### config.mk
export PLATFORM = sky130hd
export DESIGN_NAME = capture_ctrl
export DESIGN_NICKNAME = d
export VERILOG_FILES = /design/src/rtl/capture_pkg.sv /design/src/rtl/capture_beat_cnt.sv /design/src/rtl/capture_ctrl.sv
export SDC_FILE = /design/constraint.sdc
export NUM_CORES = 1
export LEC_CHECK = 0
export ABC_AREA = 1
export CAP_MARGIN = 20
export CELL_PAD_IN_SITES_DETAIL_PLACEMENT = 1
export CELL_PAD_IN_SITES_GLOBAL_PLACEMENT = 2
export CORE_UTILIZATION = 25
export DETAILED_ROUTE_END_ITERATION = 8
export HOLD_SLACK_MARGIN = 0.02
export PLACE_DENSITY = 0.77
export SLEW_MARGIN = 40
export SYNTH_ARGS = -nofsm -noshare
export SYNTH_HDL_FRONTEND = slang
export SYNTH_HIERARCHICAL = 1
export SYNTH_SLANG_ARGS = --single-unit
export TNS_END_PERCENT = 20
### constraint.sdc
create_clock -name clk -period 3.2 [get_ports clk]
set_clock_uncertainty 0.1 [all_clocks]
set_input_delay 0.48 -clock clk [delete_from_list [all_inputs] [get_ports clk]]
set_output_delay 0.48 -clock clk [all_outputs]
set_load 0.01 [all_outputs]
### src/rtl/capture_pkg.sv
// Shared types and default widths for the capture frame sequencer.
package capture_pkg;

  localparam int CAP_CNT_W = 16;
  localparam int CAP_LEN_W = 32;

  typedef enum logic [2:0] {
    IDLE  = 3'd0,
    PRE   = 3'd1,
    WAIT  = 3'd2,
    POST  = 3'd3,
    ABORT = 3'd4
  } cap_state_t;

endpackage

### src/rtl/capture_beat_cnt.sv
// Loadable beat counter; hit is high while the next counted beat is the target one.
// Load clears the count and latches the target in one cycle; no flow control of its own.
module capture_beat_cnt
  import capture_pkg::*;
#(
  parameter int CNT_W = CAP_CNT_W
) (
  input  logic             clk,
  input  logic             reset,
  input  logic             load,
  input  logic [CNT_W-1:0] load_val,
  input  logic             inc,
  output logic             hit
);

  localparam logic [CNT_W-1:0] ONE   = CNT_W'(1);
  localparam logic [CNT_W:0]   ONE_X = (CNT_W + 1)'(1);

  logic [CNT_W-1:0] cnt;
  logic [CNT_W-1:0] target;

  always_ff @(posedge clk) begin
    if (reset) begin
      cnt    <= '0;
      target <= '0;
    end else if (load) begin
      cnt    <= '0;
      target <= load_val;
    end else if (inc) begin
      cnt <= cnt + ONE;
    end
  end

  // Extra bit keeps the compare from wrapping when target is all-ones.
  assign hit = (({1'b0, cnt} + ONE_X) == {1'b0, target});

endmodule

### src/rtl/capture_ctrl.sv
// Capture frame sequencer: combinational pass-through in PRE/WAIT/POST, flush in IDLE/ABORT;
// s_tready follows m_tready while forwarding. Optional auto-trigger under CAPTURE_CTRL_TIMEOUT_EN.
module capture_ctrl
  import capture_pkg::*;
#(
  parameter int DSIZE = 32,
  parameter int CNT_W = CAP_CNT_W,
  parameter int LEN_W = CAP_LEN_W
) (
  input  logic             clk,
  input  logic             reset,
  input  logic             start,
  input  logic             stop,
  input  logic [CNT_W-1:0] pre_count,
  input  logic [CNT_W-1:0] post_count,
  input  logic             trig_in,
  input  logic             ovr_in,
  input  logic [DSIZE-1:0] s_tdata,
  input  logic             s_tvalid,
  output logic             s_tready,
  output logic [DSIZE-1:0] m_tdata,
  output logic             m_tvalid,
  input  logic             m_tready,
  output logic             m_tlast,
  output logic             cap_arm,
  output logic             cap_abort,
  output logic             busy,
  output logic             done,
  output logic             aborted,
  output logic [LEN_W-1:0] frame_len
`ifdef CAPTURE_CTRL_TIMEOUT_EN
  ,
  input  logic [31:0]      tmo_cycles,
  output logic             timed_out
`endif
);

  localparam logic [CNT_W-1:0] ONE_C = CNT_W'(1);
  localparam logic [LEN_W-1:0] ONE_L = LEN_W'(1);

  cap_state_t       state;
  logic             trig_prev;
  logic             trig_edge;
  logic             ovr_prev;
  logic [CNT_W-1:0] post_lat;

  logic             fwd;
  logic             beat;
  logic             abort_req;
  logic             start_ok;
  logic             go_post;
  logic             auto_trig;
  logic             cnt_load;
  logic [CNT_W-1:0] cnt_load_val;
  logic             cnt_inc;
  logic             cnt_hit;
  logic             last_beat;

  assign fwd       = (state == PRE) || (state == WAIT) || (state == POST);
  assign s_tready  = fwd ? m_tready : 1'b1;
  assign m_tvalid  = fwd & s_tvalid;
  assign m_tdata   = fwd ? s_tdata : '0;
  assign beat      = fwd & s_tvalid & m_tready;
  assign m_tlast   = (state == POST) & cnt_hit & s_tvalid;
  assign last_beat = (state == POST) & cnt_hit & beat;
  assign busy      = (state != IDLE);

  assign abort_req = stop | (ovr_in & ~ovr_prev);
  assign start_ok  = (state == IDLE) & start & ~stop;
  assign go_post   = (state == WAIT) & (trig_edge | auto_trig) & ~abort_req;

  // One counter serves both phases: loaded with pre at start, with max(post,1) at trigger.
  assign cnt_load     = start_ok | go_post;
  assign cnt_load_val = start_ok ? pre_count : ((post_lat == '0) ? ONE_C : post_lat);
  assign cnt_inc      = beat & ((state == PRE) || (state == POST));

  capture_beat_cnt #(.CNT_W(CNT_W)) u_beat_cnt (
    .clk      (clk),
    .reset    (reset),
    .load     (cnt_load),
    .load_val (cnt_load_val),
    .inc      (cnt_inc),
    .hit      (cnt_hit)
  );

`ifdef CAPTURE_CTRL_TIMEOUT_EN
  logic [31:0] tmo_cnt;

  assign auto_trig = (state == WAIT) && (tmo_cycles != 32'd0) &&
                     (tmo_cnt == (tmo_cycles - 32'd1));

  always_ff @(posedge clk) begin
    if (reset) begin
      tmo_cnt   <= '0;
      timed_out <= 1'b0;
    end else begin
      tmo_cnt <= (state == WAIT) ? (tmo_cnt + 32'd1) : 32'd0;
      if (start_ok)
        timed_out <= 1'b0;
      else if (go_post && auto_trig)
        timed_out <= 1'b1;
    end
  end
`else
  assign auto_trig = 1'b0;
`endif

  always_ff @(posedge clk) begin
    if (reset) begin
      state     <= IDLE;
      trig_prev <= 1'b0;
      trig_edge <= 1'b0;
      ovr_prev  <= 1'b0;
      post_lat  <= '0;
      cap_arm   <= 1'b0;
      cap_abort <= 1'b0;
      done      <= 1'b0;
      aborted   <= 1'b0;
      frame_len <= '0;
    end else begin
      done      <= 1'b0;
      cap_abort <= 1'b0;
      trig_prev <= trig_in;
      ovr_prev  <= ovr_in;
      // Edges only count while waiting, so a level present at start or during PRE is ignored.
      trig_edge <= trig_in & ~trig_prev & (state == WAIT);

      if (beat && !(&frame_len))
        frame_len <= frame_len + ONE_L;

      case (state)
        IDLE: begin
          if (start_ok) begin
            post_lat  <= post_count;
            frame_len <= '0;
            aborted   <= 1'b0;
            cap_arm   <= 1'b1;
            state     <= (pre_count == '0) ? WAIT : PRE;
          end
        end
        PRE, WAIT: begin
          if (abort_req) begin
            state     <= ABORT;
            cap_abort <= 1'b1;
            cap_arm   <= 1'b0;
            aborted   <= 1'b1;
          end else if (state == PRE && cnt_inc && cnt_hit) begin
            state <= WAIT;
          end else if (go_post) begin
            state <= POST;
          end
        end
        POST: begin
          // The closing beat wins over a same-cycle abort request.
          if (last_beat) begin
            state   <= IDLE;
            done    <= 1'b1;
            cap_arm <= 1'b0;
          end else if (abort_req) begin
            state     <= ABORT;
            cap_abort <= 1'b1;
            cap_arm   <= 1'b0;
            aborted   <= 1'b1;
          end
        end
        ABORT:   state <= IDLE;
        default: state <= IDLE;
      endcase
    end
  end

endmodule

==> summary.txt <==
Outcome
  – Status: finished clean

Yosys
  – Asr flop ratio synth: 0%
  – Top cells by count, synth: 237 x nand2_1, 142 x nor2_1, 117 x inv_1
  – Mapped Area: 5404 um^2
  – Post-synth EDFFs: 0
  – Syn_area_per_cell: 6.113 um^2
  – Synth top area share: 33.34%
  – Register area share after synthesis: 33.34%
  – Top_reg_cell synth: dfxtp_1
  – Synth warnings: 6
  – Mapped Cells: 884
  – Number of distinct library cells after synthesis: 38
  – Synth Register Bits: 90
  – Most frequent cell after synthesis: nand2_1
  – Cells taking the most area after synthesis: dfxtp_1 33%, nand2_1 16%, nor2_1 9.9%
  – Post-synth net total: 958
  – Yosys top cell by area: dfxtp_1

Power and ir drop
  – Power per Cell Area: 449.8 nW/um^2
  – LEAKAGE: 2.977 nW
  – Peak VDD IR: 259.0 uV
  – Power consumption: 0.003390 W

Flow run
  – Max cap viols: 0

Cells and area
  – Fill cells: 2755
  – Area growth from synthesis to layout: 39.48%
  – Layout Cells excl Fill: 1309
  – Fin nets: 1104
  – Fraction of layout cells with a size suffix above 1: 8.317%
  – Antenna fix cells: 0

Routing
  – WL met2: 8546 um
  – Vias per inst: 4.523
  – Met1 Wirelength: 9239 um
  – Routed vias: 5920
  – # DRC: 0
  – Pre-Repair DR Iteration Count: 4
  – Routed Antenna Nets: 0
  – WL/cell: 14.55 um
  – DR top layer: met4
  – Wire length on met3: 1017 um
  – Final wirelength: 19040 um
  – Drt initial violations: 225

Placement
  – Placed insts: 1294
  – GP Congestion: 0.8508
  – Input/output buffers: 143
  – HPWL Detailed: 15110 um

STA
  – Endpoints failing hold: 0
  – Max Freq: 0.3372 GHz
  – RSZ-0062 raised after global routing: no
  – Worst slew margin: 64.32%
  – Minimum clock period: 2966 ps
  – Final hold slack: 300.5 ps
  – # setup viols final: 0
  – Slew Limit Fails: 0
  – Tcrit/Tclk final: 92.68%
  – Worst-margin pin slew: 533.2 ps

GRT
  – Gr usage total: 17.62%
  – Initial antenna violation count: 1
  – Number of global-route vias before repair: 5866
  – Largest net degree at the start of global routing: 29
  – First-pass GRT wire length: 30610 um
  – Congestion Overflow GR: 0

Clocking
  – Sinks on Clock Net: 90
  – Num CTS Buffers: 9
  – Root Buffer: clkbuf_16
  – CTS tree: built
  – H-tree levels: 3
  – CTS clk-pin slew, worst paths: 70 ps
  – CTS Buffer Depth: 2
  – Setup Fix Bufs, Post-CTS: 0
  – Worst-Skew Late Latency: 350 ps

Worst setup path
  – Crit path cell chain: ha_4 > nand2_2 > nor2_4 > nand2_4 > o21ai_2 > nand2_1 > nand2_1 > nand2_1 > nor2_2 > nand3_2 > nor2_4 > inv_1 > nor3_2 > buf_2
  – Critical Path Fanout Max: 8
  – Critical path data arrival time: 2390 ps
  – Kind of start point of the critical path: flop
  – Setup Crit Path Kind: flop to output port
  – Slowest CP cell: dfxtp_4
  – Most frequent CP cell: nand2_1
  – Critical Path End Type: output port
  – Worst EP required: 2620 ps
  – CP peak stage delay: 370 ps

Floorplan
  – DIE HEIGHT: 149.0 um
  – IO Pins: 144
  – Standard cell core area: 21090 um^2
  – Total die area: 22210 um^2
  – Initial Util: 25.63%
  – FP Rows: 53
  – Die width: 149.0 um

Worst hold path
  – Hold Crit Class: flop to flop
## what timing repair did
item | in CTS | in global routing
resized for setup | 9 | 13
endpoints found under the setup margin | 1 | 6
pin swaps | 2 | 4
hold buffers | 0 | 0
cloned | 0 | 0
endpoints found under the hold margin | 0 | 0
## critical path, delay by kind of cell, from the launching register on
family	cells	cell delay (ps)
and+or+nand+nor	10	1130
adders and majority gates	1	150
DFF	1	370
buffers and inverters	2	240
AOI/OAI and AO/OA	1	150
## logic make-up (layout without fill, tap and decap cells)
| group | count (synthesis) | count (layout) | share of synthesized area [%] |
|---|---|---|---|
| flops | 90 | 90 | 33.34 |
| buf+inv | 146 | 296 | 10.72 |
| compound gates | 125 | 125 | 12.23 |
| simple gates | 513 | 513 | 41.95 |
| xor+xnor | 8 | 8 | 1.296 |
| fa+ha+maj | 2 | 2 | 0.4630 |
## cell type report
type | count | area (um^2) | share of cell area [%]
Clock buffer | 11 | 242.7 | 3.220
Clock inverter | 4 | 52.55 | 0.6972
Inverter | 123 | 464.2 | 6.159
Multi-Input combinational cell | 648 | 3075 | 40.80
Sequential cell | 90 | 1807 | 23.97
Tap cell | 275 | 344.1 | 4.565
Timing Repair Buffer | 158 | 1551 | 20.58
## power by group
part           internal, W  switching (W)  leakage, nW
Combinational     0.000455       0.000562         2.11
Sequential         0.00121      0.0000683        0.732
Clock             0.000624       0.000471        0.134
Total              0.00229        0.00110         2.98
## worst paths after layout
kind                            depth (start not counted)  slack, ps         startpoint         to
worst max-delay path                                   14        230  u_beat_cnt/cnt[0]    m_tlast
worst min-delay path                                    1        300          trig_prev  trig_edge
worst max register to register                         19        360  u_beat_cnt/cnt[0]    cap_arm
worst min register to register                          1        300          trig_prev  trig_edge
## sequential cells by signal (all words and copies together), names as in the netlist
register	flops
aborted	1
cap_abort	1
cap_arm	1
done	1
frame_len	32
ovr_prev	1
post_lat	16
state	3
trig_edge	1
trig_prev	1
u_beat_cnt/cnt	16
u_beat_cnt/target	16
## stage by stage
| stage | cell area [um^2] | utilization [%] | setup slack, ps | setup TNS [ps] |
|---|---|---|---|---|
| 6_report | 7537 | 35.74 | 234.2 | 0 |
| 5_1_grt | 7537 | 35.74 | 38.13 | 0 |
| 4_1_cts | 7491 | 35.52 | 8.011 | 0 |
| 3_5_place_dp | 7189 | 34.09 | -69.77 | -69.77 |
| 3_3_place_gp | 7189 | 34.09 | 44.46 | 0 |
| 2_1_floorplan | 5404 | - | 803.5 | 0 |
## per-layer routing
metal,track usage [%],vias to the layer above
met3,4.373,14
met2,27.95,114
met1,23.70,2706
met5,0,-
li1,-,3086
met4,4.439,0
## cell usage in the layout, fill, tap and decap left out, types with 3 or more instances in the layout
master           synthesis  final
nand2_1                237    235
nand3b_1                10     10
clkinvlp_4               0      3
clkbuf_16                0      9
nor2_1                 142    138
nand3_2                  1      4
a21oi_1                 71     71
dfxtp_1                 90     88
nor3_1                   8      7
nand4_1                 11     11
inv_2                    3      3
xnor2_1                  4      4
nor4_1                   3      3
clkdlybuf4s50_1          0    142
nand2_2                  8     10
o211ai_1                 4      4
or2_2                    5      5
nor2_2                   7     10
xor2_1                   4      4
nand3_1                 65     62
buf_4                    4     14
o21ai_0                 44     43
inv_1                  117    117
nand2_4                  3      3
nor2_4                   7      8
(Power assumes the default switching activity.)
